--- src/rtl/rv32im_decode_stage.sv ---
// RV32IM decode stage: register file, immediate generation, instruction classification and the ID/EX register.
// Load-use and busy-execute stalls are signalled back to fetch through HALTED.
module rv32im_decode_stage #(
   parameter int XLEN  = 32,
   parameter int NREGS = 32
) (
   input  logic            clk,
   input  logic            RESET,
   input  logic [31:0]     IF_ID_IR,
   input  logic [XLEN-1:0] IF_ID_PC,
   input  logic            if_valid,
   input  logic            pred_taken,
   input  logic            flush,
   input  logic            ex_busy,
   input  logic            wb_en,
   input  logic [4:0]      wb_rd,
   input  logic [XLEN-1:0] wb_data,
   output logic            HALTED,
   output logic            ID_EX_valid,
   output logic [XLEN-1:0] ID_EX_PC,
   output logic [XLEN-1:0] ID_EX_rs1_val,
   output logic [XLEN-1:0] ID_EX_rs2_val,
   output logic [XLEN-1:0] ID_EX_imm,
   output logic [4:0]      ID_EX_rs1,
   output logic [4:0]      ID_EX_rs2,
   output logic [4:0]      ID_EX_rd,
   output logic [6:0]      ID_EX_opcode,
   output logic [2:0]      ID_EX_funct3,
   output logic [6:0]      ID_EX_funct7,
   output logic [6:0]      ID_EX_ctrl,
   output logic            ID_EX_pred
);

   typedef enum logic [6:0] {
      OP_LOAD   = 7'b0000011,
      OP_IMM    = 7'b0010011,
      OP_JALR   = 7'b1100111,
      OP_STORE  = 7'b0100011,
      OP_BRANCH = 7'b1100011,
      OP_LUI    = 7'b0110111,
      OP_AUIPC  = 7'b0010111,
      OP_JAL    = 7'b1101111,
      OP_REG    = 7'b0110011
   } opcode_e;

   typedef struct packed {
      logic rd_we;
      logic is_load;
      logic is_store;
      logic is_branch;
      logic is_jump;
      logic is_muldiv;
      logic illegal;
   } ctrl_t;

   typedef struct packed {
      logic            valid;
      logic [XLEN-1:0] pc;
      logic [XLEN-1:0] rs1_val;
      logic [XLEN-1:0] rs2_val;
      logic [XLEN-1:0] imm;
      logic [4:0]      rs1;
      logic [4:0]      rs2;
      logic [4:0]      rd;
      logic [6:0]      opcode;
      logic [2:0]      funct3;
      logic [6:0]      funct7;
      ctrl_t           ctrl;
      logic            pred;
   } idex_t;

   logic [XLEN-1:0] rf_q [NREGS];
   idex_t           idex_q, idex_d, dec;

   logic [6:0]      opcode;
   logic [4:0]      rs1, rs2, rd;
   logic [XLEN-1:0] imm, rs1_val, rs2_val;
   ctrl_t           ctrl;
   logic            rs1_used, rs2_used, load_use;

   assign opcode = IF_ID_IR[6:0];
   assign rd     = IF_ID_IR[11:7];
   assign rs1    = IF_ID_IR[19:15];
   assign rs2    = IF_ID_IR[24:20];

   // NOTE: the register file is cleared by reset because software relies on x1..x31 reading zero;
   // that rules out a RAM macro, so the array lives in flops.
   always_ff @(posedge clk) begin
      if (RESET) begin
         for (int i = 0; i < NREGS; i++) rf_q[i] <= '0;
      end else if (wb_en && wb_rd != '0) begin
         rf_q[wb_rd] <= wb_data;
      end
   end

   // NOTE: every output of a combinational block gets a default first, so no path can infer a latch.
   always_comb begin
      imm      = '0;
      ctrl     = '0;
      rs1_used = 1'b1;
      rs2_used = 1'b0;
      case (opcode)
         OP_LOAD: begin
            imm          = XLEN'($signed(IF_ID_IR[31:20]));
            ctrl.is_load = 1'b1;
         end
         OP_IMM:  imm = XLEN'($signed(IF_ID_IR[31:20]));
         OP_JALR: begin
            imm          = XLEN'($signed(IF_ID_IR[31:20]));
            ctrl.is_jump = 1'b1;
         end
         OP_STORE: begin
            imm           = XLEN'($signed({IF_ID_IR[31:25], IF_ID_IR[11:7]}));
            ctrl.is_store = 1'b1;
            rs2_used      = 1'b1;
         end
         OP_BRANCH: begin
            imm            = XLEN'($signed({IF_ID_IR[31], IF_ID_IR[7], IF_ID_IR[30:25], IF_ID_IR[11:8], 1'b0}));
            ctrl.is_branch = 1'b1;
            rs2_used       = 1'b1;
         end
         OP_LUI, OP_AUIPC: begin
            imm      = XLEN'($signed({IF_ID_IR[31:12], 12'b0}));
            rs1_used = 1'b0;
         end
         OP_JAL: begin
            imm          = XLEN'($signed({IF_ID_IR[31], IF_ID_IR[19:12], IF_ID_IR[20], IF_ID_IR[30:21], 1'b0}));
            ctrl.is_jump = 1'b1;
            rs1_used     = 1'b0;
         end
         OP_REG: begin
            ctrl.is_muldiv = (IF_ID_IR[31:25] == 7'b0000001);
            rs2_used       = 1'b1;
         end
         default: ctrl.illegal = 1'b1;
      endcase
      ctrl.rd_we = !ctrl.is_store && !ctrl.is_branch && !ctrl.illegal && (rd != '0);
   end

   // Write-first bypass lets an instruction see the value being written back in the same cycle.
   always_comb begin
      if (rs1 == '0)                    rs1_val = '0;
      else if (wb_en && wb_rd == rs1)   rs1_val = wb_data;
      else                              rs1_val = rf_q[rs1];
      if (rs2 == '0)                    rs2_val = '0;
      else if (wb_en && wb_rd == rs2)   rs2_val = wb_data;
      else                              rs2_val = rf_q[rs2];
   end

   always_comb begin
      dec = '{valid:   1'b1,
              pc:      IF_ID_PC,
              rs1_val: rs1_val,
              rs2_val: rs2_val,
              imm:     imm,
              rs1:     rs1,
              rs2:     rs2,
              rd:      rd,
              opcode:  opcode,
              funct3:  IF_ID_IR[14:12],
              funct7:  IF_ID_IR[31:25],
              ctrl:    ctrl,
              pred:    pred_taken};
   end

   assign load_use = idex_q.valid && idex_q.ctrl.is_load && (idex_q.rd != '0) && if_valid &&
                     ((rs1_used && rs1 == idex_q.rd) || (rs2_used && rs2 == idex_q.rd));

   assign HALTED = !RESET && !flush && (ex_busy || load_use);

   // Bubbles only drop valid; the datapath fields keep their last values.
   always_comb begin
      idex_d = idex_q;
      if (flush)          idex_d.valid = 1'b0;
      else if (ex_busy)   idex_d = idex_q;
      else if (load_use)  idex_d.valid = 1'b0;
      else if (if_valid)  idex_d = dec;
      else                idex_d.valid = 1'b0;
   end

   // NOTE: state registers use non-blocking assignment so every flop samples pre-edge values.
   always_ff @(posedge clk) begin
      if (RESET) idex_q <= '0;
      else       idex_q <= idex_d;
   end

   assign ID_EX_valid   = idex_q.valid;
   assign ID_EX_PC      = idex_q.pc;
   assign ID_EX_rs1_val = idex_q.rs1_val;
   assign ID_EX_rs2_val = idex_q.rs2_val;
   assign ID_EX_imm     = idex_q.imm;
   assign ID_EX_rs1     = idex_q.rs1;
   assign ID_EX_rs2     = idex_q.rs2;
   assign ID_EX_rd      = idex_q.rd;
   assign ID_EX_opcode  = idex_q.opcode;
   assign ID_EX_funct3  = idex_q.funct3;
   assign ID_EX_funct7  = idex_q.funct7;
   assign ID_EX_ctrl    = idex_q.ctrl;
   assign ID_EX_pred    = idex_q.pred;

endmodule

--- config.mk ---
export PLATFORM = sky130hd
export DESIGN_NAME = rv32im_decode_stage
export DESIGN_NICKNAME = d
export VERILOG_FILES = /design/src/rtl/rv32im_decode_stage.sv
export SDC_FILE = /design/constraint.sdc
export NUM_CORES = 2
export LEC_CHECK = 0
export ABC_AREA = 0
export CAP_MARGIN = 30
export CORE_MARGIN = 1
export CORE_UTILIZATION = 55
export CTS_BUF_LIST = sky130_fd_sc_hd__clkbuf_16
export CTS_CLUSTER_DIAMETER = 120
export DETAILED_ROUTE_END_ITERATION = 8
export DONT_BUFFER_PORTS = 1
export PLACE_DENSITY = 0.67
export SETUP_SLACK_MARGIN = 0.05
export SLEW_MARGIN = 20
export SYNTH_ARGS = -nofsm -noshare
export SYNTH_HDL_FRONTEND = slang
export SYNTH_SLANG_ARGS = --single-unit
--- constraint.sdc ---
create_clock -name clk -period 5.8 [get_ports clk]
set_input_delay 1.45 -clock clk [delete_from_list [all_inputs] [get_ports clk]]
set_output_delay 1.45 -clock clk [all_outputs]
set_load 0.005 [all_outputs]
; Yosys cells after proc, flatten, opt, wreduce, memory -nomap -nowiden
; Memories as Yosys holds them, arrays and structs flattened.
; Cells that the tools add are included.
; Widths: inputs -> output; s select.
[totals]
register_bits = 169
mem_bits_rw = 1024
input_bits = 108
out_inout_bits = 170
word_cells = 94
mem_count = 1
[classes]
eq_ne = 14
muxes = 23
bitwise = 3
n_reduce_logical = 34
[memory_table]
columns = memory, words, word_bits, read_ports, rd_clocked_by_memory_dff, write_ports, line
row1 = rf_q, 32, 32, 2, 0, 32, 72  ; logic [XLEN-1:0] rf_q [NREGS];
[op_table]
columns = op, count
row1 = $mux 32, 5
row2 = $pmux 32 s5, 1
row3 = $reduce_or 32->1, 1
row4 = $eq 7x6->1 const B, 3
row5 = $eq 7x7->1 const B, 3
row6 = $eq 5x5->1, 4
row7 = $mux 1, 16
row8 = $reduce_bool 5->1, 3
row9 = $eq 7x5->1 const B, 2
row10 = $logic_and 1x1->1, 14
row11 = $logic_not 5->1, 2
row12 = $reduce_or 3->1, 3
row13 = $reduce_or 9->1, 1
row14 = $eq 7x1->1 const B, 1
row15 = $eq 7x2->1 const B, 1
row16 = $reduce_or 2->1, 3
row17 = $mux 5, 1
row18 = $logic_not 1->1, 4
row19 = $reduce_and 4->1, 1
row20 = $not 1->1, 3
row21 = $logic_or 1x1->1, 2

; Longest topological paths before layout
[depth]
word_depth = 8
mapped_depth = 11
ltp_nobuf = 6

; Worst setup path before layout
; Ideal clock, no wire load.
[synth_timing]
path_type = in2reg
start = input wb_rd[2]
end = memory rf_q[28][0] (enable)
setup_ns = 0.466
arrival_ns = 4.776
required_time_ns = 5.334
slack_ns = 0.559
path_stages = 6
n_path_buf = 3
cell_sequence = clkbuf_1 -> or3_1 -> clkbuf_1 -> nand4bb_1 -> clkbuf_1 -> o21ai_0
[synth_rtl]
columns = element, line
row1 = start: declaration, 16  ; input logic [4:0] wb_rd,
row2 = end: declaration, 72

; Worst setup path in the final report
[layout_timing]
start = input IF_ID_IR[22]
end = output HALTED
[layout_via]
elab_chain_len = 6
[layout_rtl]
columns = element, line
row1 = start: declaration, 9  ; input logic [31:0] IF_ID_IR,
row2 = $eq 5x5->1, 167  ; ((rs1_used && rs1 == idex_q.rd) || (rs2_used && rs2 == idex_q.rd));
row3 = $logic_and 1x1->1, 167
row4 = $logic_or 1x1->1, 167
row5 = $logic_and 1x1->1, 166  ; assign load_use = idex_q.valid && idex_q.ctrl.is_load && (idex_q.rd != '0) && if_valid &&
row6 = $logic_or 1x1->1, 169  ; assign HALTED = !RESET && !flush && (ex_busy || load_use);
row7 = $logic_and 1x1->1, 169
row8 = end: declaration, 18  ; output logic HALTED,
; Every way passes these cells.

==> metrics.cfg <==
[power_and_ir_drop]
p_switching_mw=4.61
seq_power_share_pct=50.5
p_int_mw=15.3
pwr-share-comb_pct=8.6
p_sw_share_pct=23.2
p_clk_share_pct=41.0
max-vdd-ir-drop_mv=0.324
power.leakage_nw=23.4
powerDensity_nw_per_um2=297

[hold_path]
hold_class=flop to flop
hold_depth=2

[clock_tree]
cts_tree=done
cts_num_sinks=1193
clockRootBuffer=clkbuf_16
cts.path.max_buffers=3
clk_pin_slew_worst_paths_ns=0.05
cts_setup_buffers=0
postCtsResizedCells=0
postCtsHoldBufs=0
cts_buffers=132
htreeDepth=4
clk_latency_ns=0.75

[sta]
setup_slack_ns=1.09
tightest_slew_ns=1.12
period_share_pct=81.2
fin_skew_ns=0.0265
fmax_mhz=212
finalSetupViolations=0
slew_violations=0
max_slew_margin_pct=25.2
finalHoldViolCount=0
setup_tns_ns=0
rsz0062_at_grt=no
fin_crit_ns=4.71

[final_layout]
layout-drive-gt1-share_pct=16.7
final_common_cell=edfxtp_1
layout.nets=4545
final_cells=6029
areaGrowthSynthToFinish_pct=9.24
layout_common_cells=edfxtp_1, and2_1, mux4_2

[place]
gp_congestion=0.849
port_buffers=0
place_inst=5790
dp.final_hpwl_um=114000
dp_slack_ns=1.29

[logic_synthesis]
synth_cell_type_count=53
ys_ff_latch=1193
ys_warn_count=0
syn_inst=4647
async_flop_share_pct=0
ys_seq_area_share_pct=55.6
syn_area_um2=61300
synth-edff-count=1024
syn_avg_cell_area_um2=13.2
synthFlopType=edfxtp_1

[critical_path]
worst_ep_arrival_time_ns=3.26
crit_path_max_fanout=381
rrSetupSlack_ns=2.40
endpoint=HALTED
r2r_start=ID_EX_rd[0]
start_kind=primary input
worstPathRequired_ns=4.35
endpoint_kind=primary output
ff2ff_path_depth=8
path_class=primary input to primary output
crit_start=IF_ID_IR[22]
rr_endpoint=ID_EX_PC[16]

[global_routing]
grt_pass1_vias=39443
grt_max_degree=382
grt-ovfl-total=0
grt_antenna_before_repair=10
grtUsageTotal_pct=34.4
grt_pass1_wl_um=277000

[outcome]
status=complete, no violations

[detailed_routing]
firstDrtPassIters=6
avgViaCountPerCell=6.73
drtIter0Drc=5359
ant_nets=0
wirelength_um=195000
vias=40605
wl_per_cell_um=32.3
drcViolationCount=0

[floorplanning]
fp.coreArea_um2=111000
row_count=122
chipWidth_um=336
die_h_um=336
initial_core_util_pct=55.4
dieArea_um2=113000
num_io_pins=278

[run]
cap_viol_max_count=0

## power by group through the flow
stage	Sequential [mW]	Clock, mW	Combinational [mW]
global placement	10.2	0	1.63
CTS	10.0	8.19	1.66
global route	10.1	8.51	1.76
finish	10.0	8.15	1.70
detailed placement	10.2	0	1.65
floorplan	10.1	0	1.42
## kinds of logic (layout without fill, tap and decap cells)
| logic type | count (synthesis) | in the layout | synth area share [%] |
|---|---|---|---|
| and+or+nand+nor | 1567 | 1567 | 14.5 |
| DFF | 1193 | 1193 | 55.6 |
| muxes | 708 | 708 | 19.3 |
| AOI/OAI and AO/OA | 665 | 665 | 6.87 |
| buffers and inverters | 493 | 354 | 3.38 |
| xor gates and xnor gates | 20 | 20 | 0.286 |
| other | 1 | 34 | 0.00611 |
## metrics by stage
stage / hold slack [ns] / util (%) / cell area, um^2 / power [mW]
5_1_grt: 0.481 / 60.6 / 67000 / 20.3
3_5_place_dp: 0.461 / 56.8 / 62800 / 11.9
3_3_place_gp: 0.454 / 56.6 / 62700 / 11.8
4_1_cts: 0.468 / 60.5 / 67000 / 19.9
6_report: 0.469 / 60.6 / 67000 / 19.9
2_1_floorplan: 0.448 / - / 61500 / 11.5
## metal layers
metal | vias up | part of all wire [%] | global-route usage [%]
li1 | 16952 | - | -
met3 | 442 | 11 | 7.66
met4 | 2 | 4.0 | 13.9
met1 | 20685 | 38 | 46.6
met5 | - | 0.0062 | 0
met2 | 2524 | 47 | 53.9
## Yosys cell counts (6+ instances only)
cell / count / area, um^2
a211oi_1: 115 / 863
a21oi_1: 274 / 1370
a221oi_1: 38 / 333
a22o_1: 34 / 298
a22oi_1: 97 / 728
a31oi_1: 32 / 200
and2_1: 998 / 6240
buf_1: 13 / 48.8
buf_2: 91 / 455
buf_4: 19 / 143
clkbuf_1: 360 / 1350
dfxtp_1: 169 / 3380
edfxtp_1: 1024 / 30700
mux2i_1: 328 / 3280
mux4_2: 380 / 8560
nand2_1: 218 / 818
nand3_1: 79 / 395
nor2_1: 100 / 375
nor2b_1: 70 / 438
nor3_1: 62 / 310
o21ai_0: 65 / 325
or4_1: 6 / 45.0
xnor2_1: 16 / 140
## flip-flops by register name (all words and copies together) (netlist names)
| register | flops |
|---|---|
| rf_q | 1024 |
| ID_EX_valid | 1 |
| ID_EX_rs1_val | 32 |
| ID_EX_PC | 32 |
| ID_EX_rs2_val | 32 |
| ID_EX_funct7 | 7 |
| ID_EX_pred | 1 |
| ID_EX_funct3 | 3 |
| ID_EX_ctrl | 7 |
| ID_EX_opcode | 7 |
| ID_EX_rs2 | 5 |
| ID_EX_rd | 5 |
| ID_EX_rs1 | 5 |
| ID_EX_imm | 32 |
## final cells by class
class,instances,area (um^2)
fillers,8468,43700
flip-flops and latches,1193,34100
multi-input cells,2992,25800
clock buffers,140,3500
well taps,1488,1860
repair buffers,113,1090
clock inverters,96,631
inverters,5,21.3
diodes,2,5.00
## how the worst min path moves through the flow
stage / start / end
after floorplan: ID_EX_imm[10] / ID_EX_imm[10]
after global placement: ID_EX_rs2[0] / ID_EX_rs2[0]
after detailed placement: ID_EX_rs2[3] / ID_EX_rs2[3]
after CTS: ID_EX_rs2[3] / ID_EX_rs2[3]
after global routing: ID_EX_rs2[3] / ID_EX_rs2[3]
final: ID_EX_rs1[3] / ID_EX_rs1[3]
## critical path, stage by stage
cell and delay [ns]:
xnor2_1 0.27, nand2_1 0.07, or4_1 0.61, and3b_1 0.23, nor3_1 0.43
(Power assumes the default switching activity.)
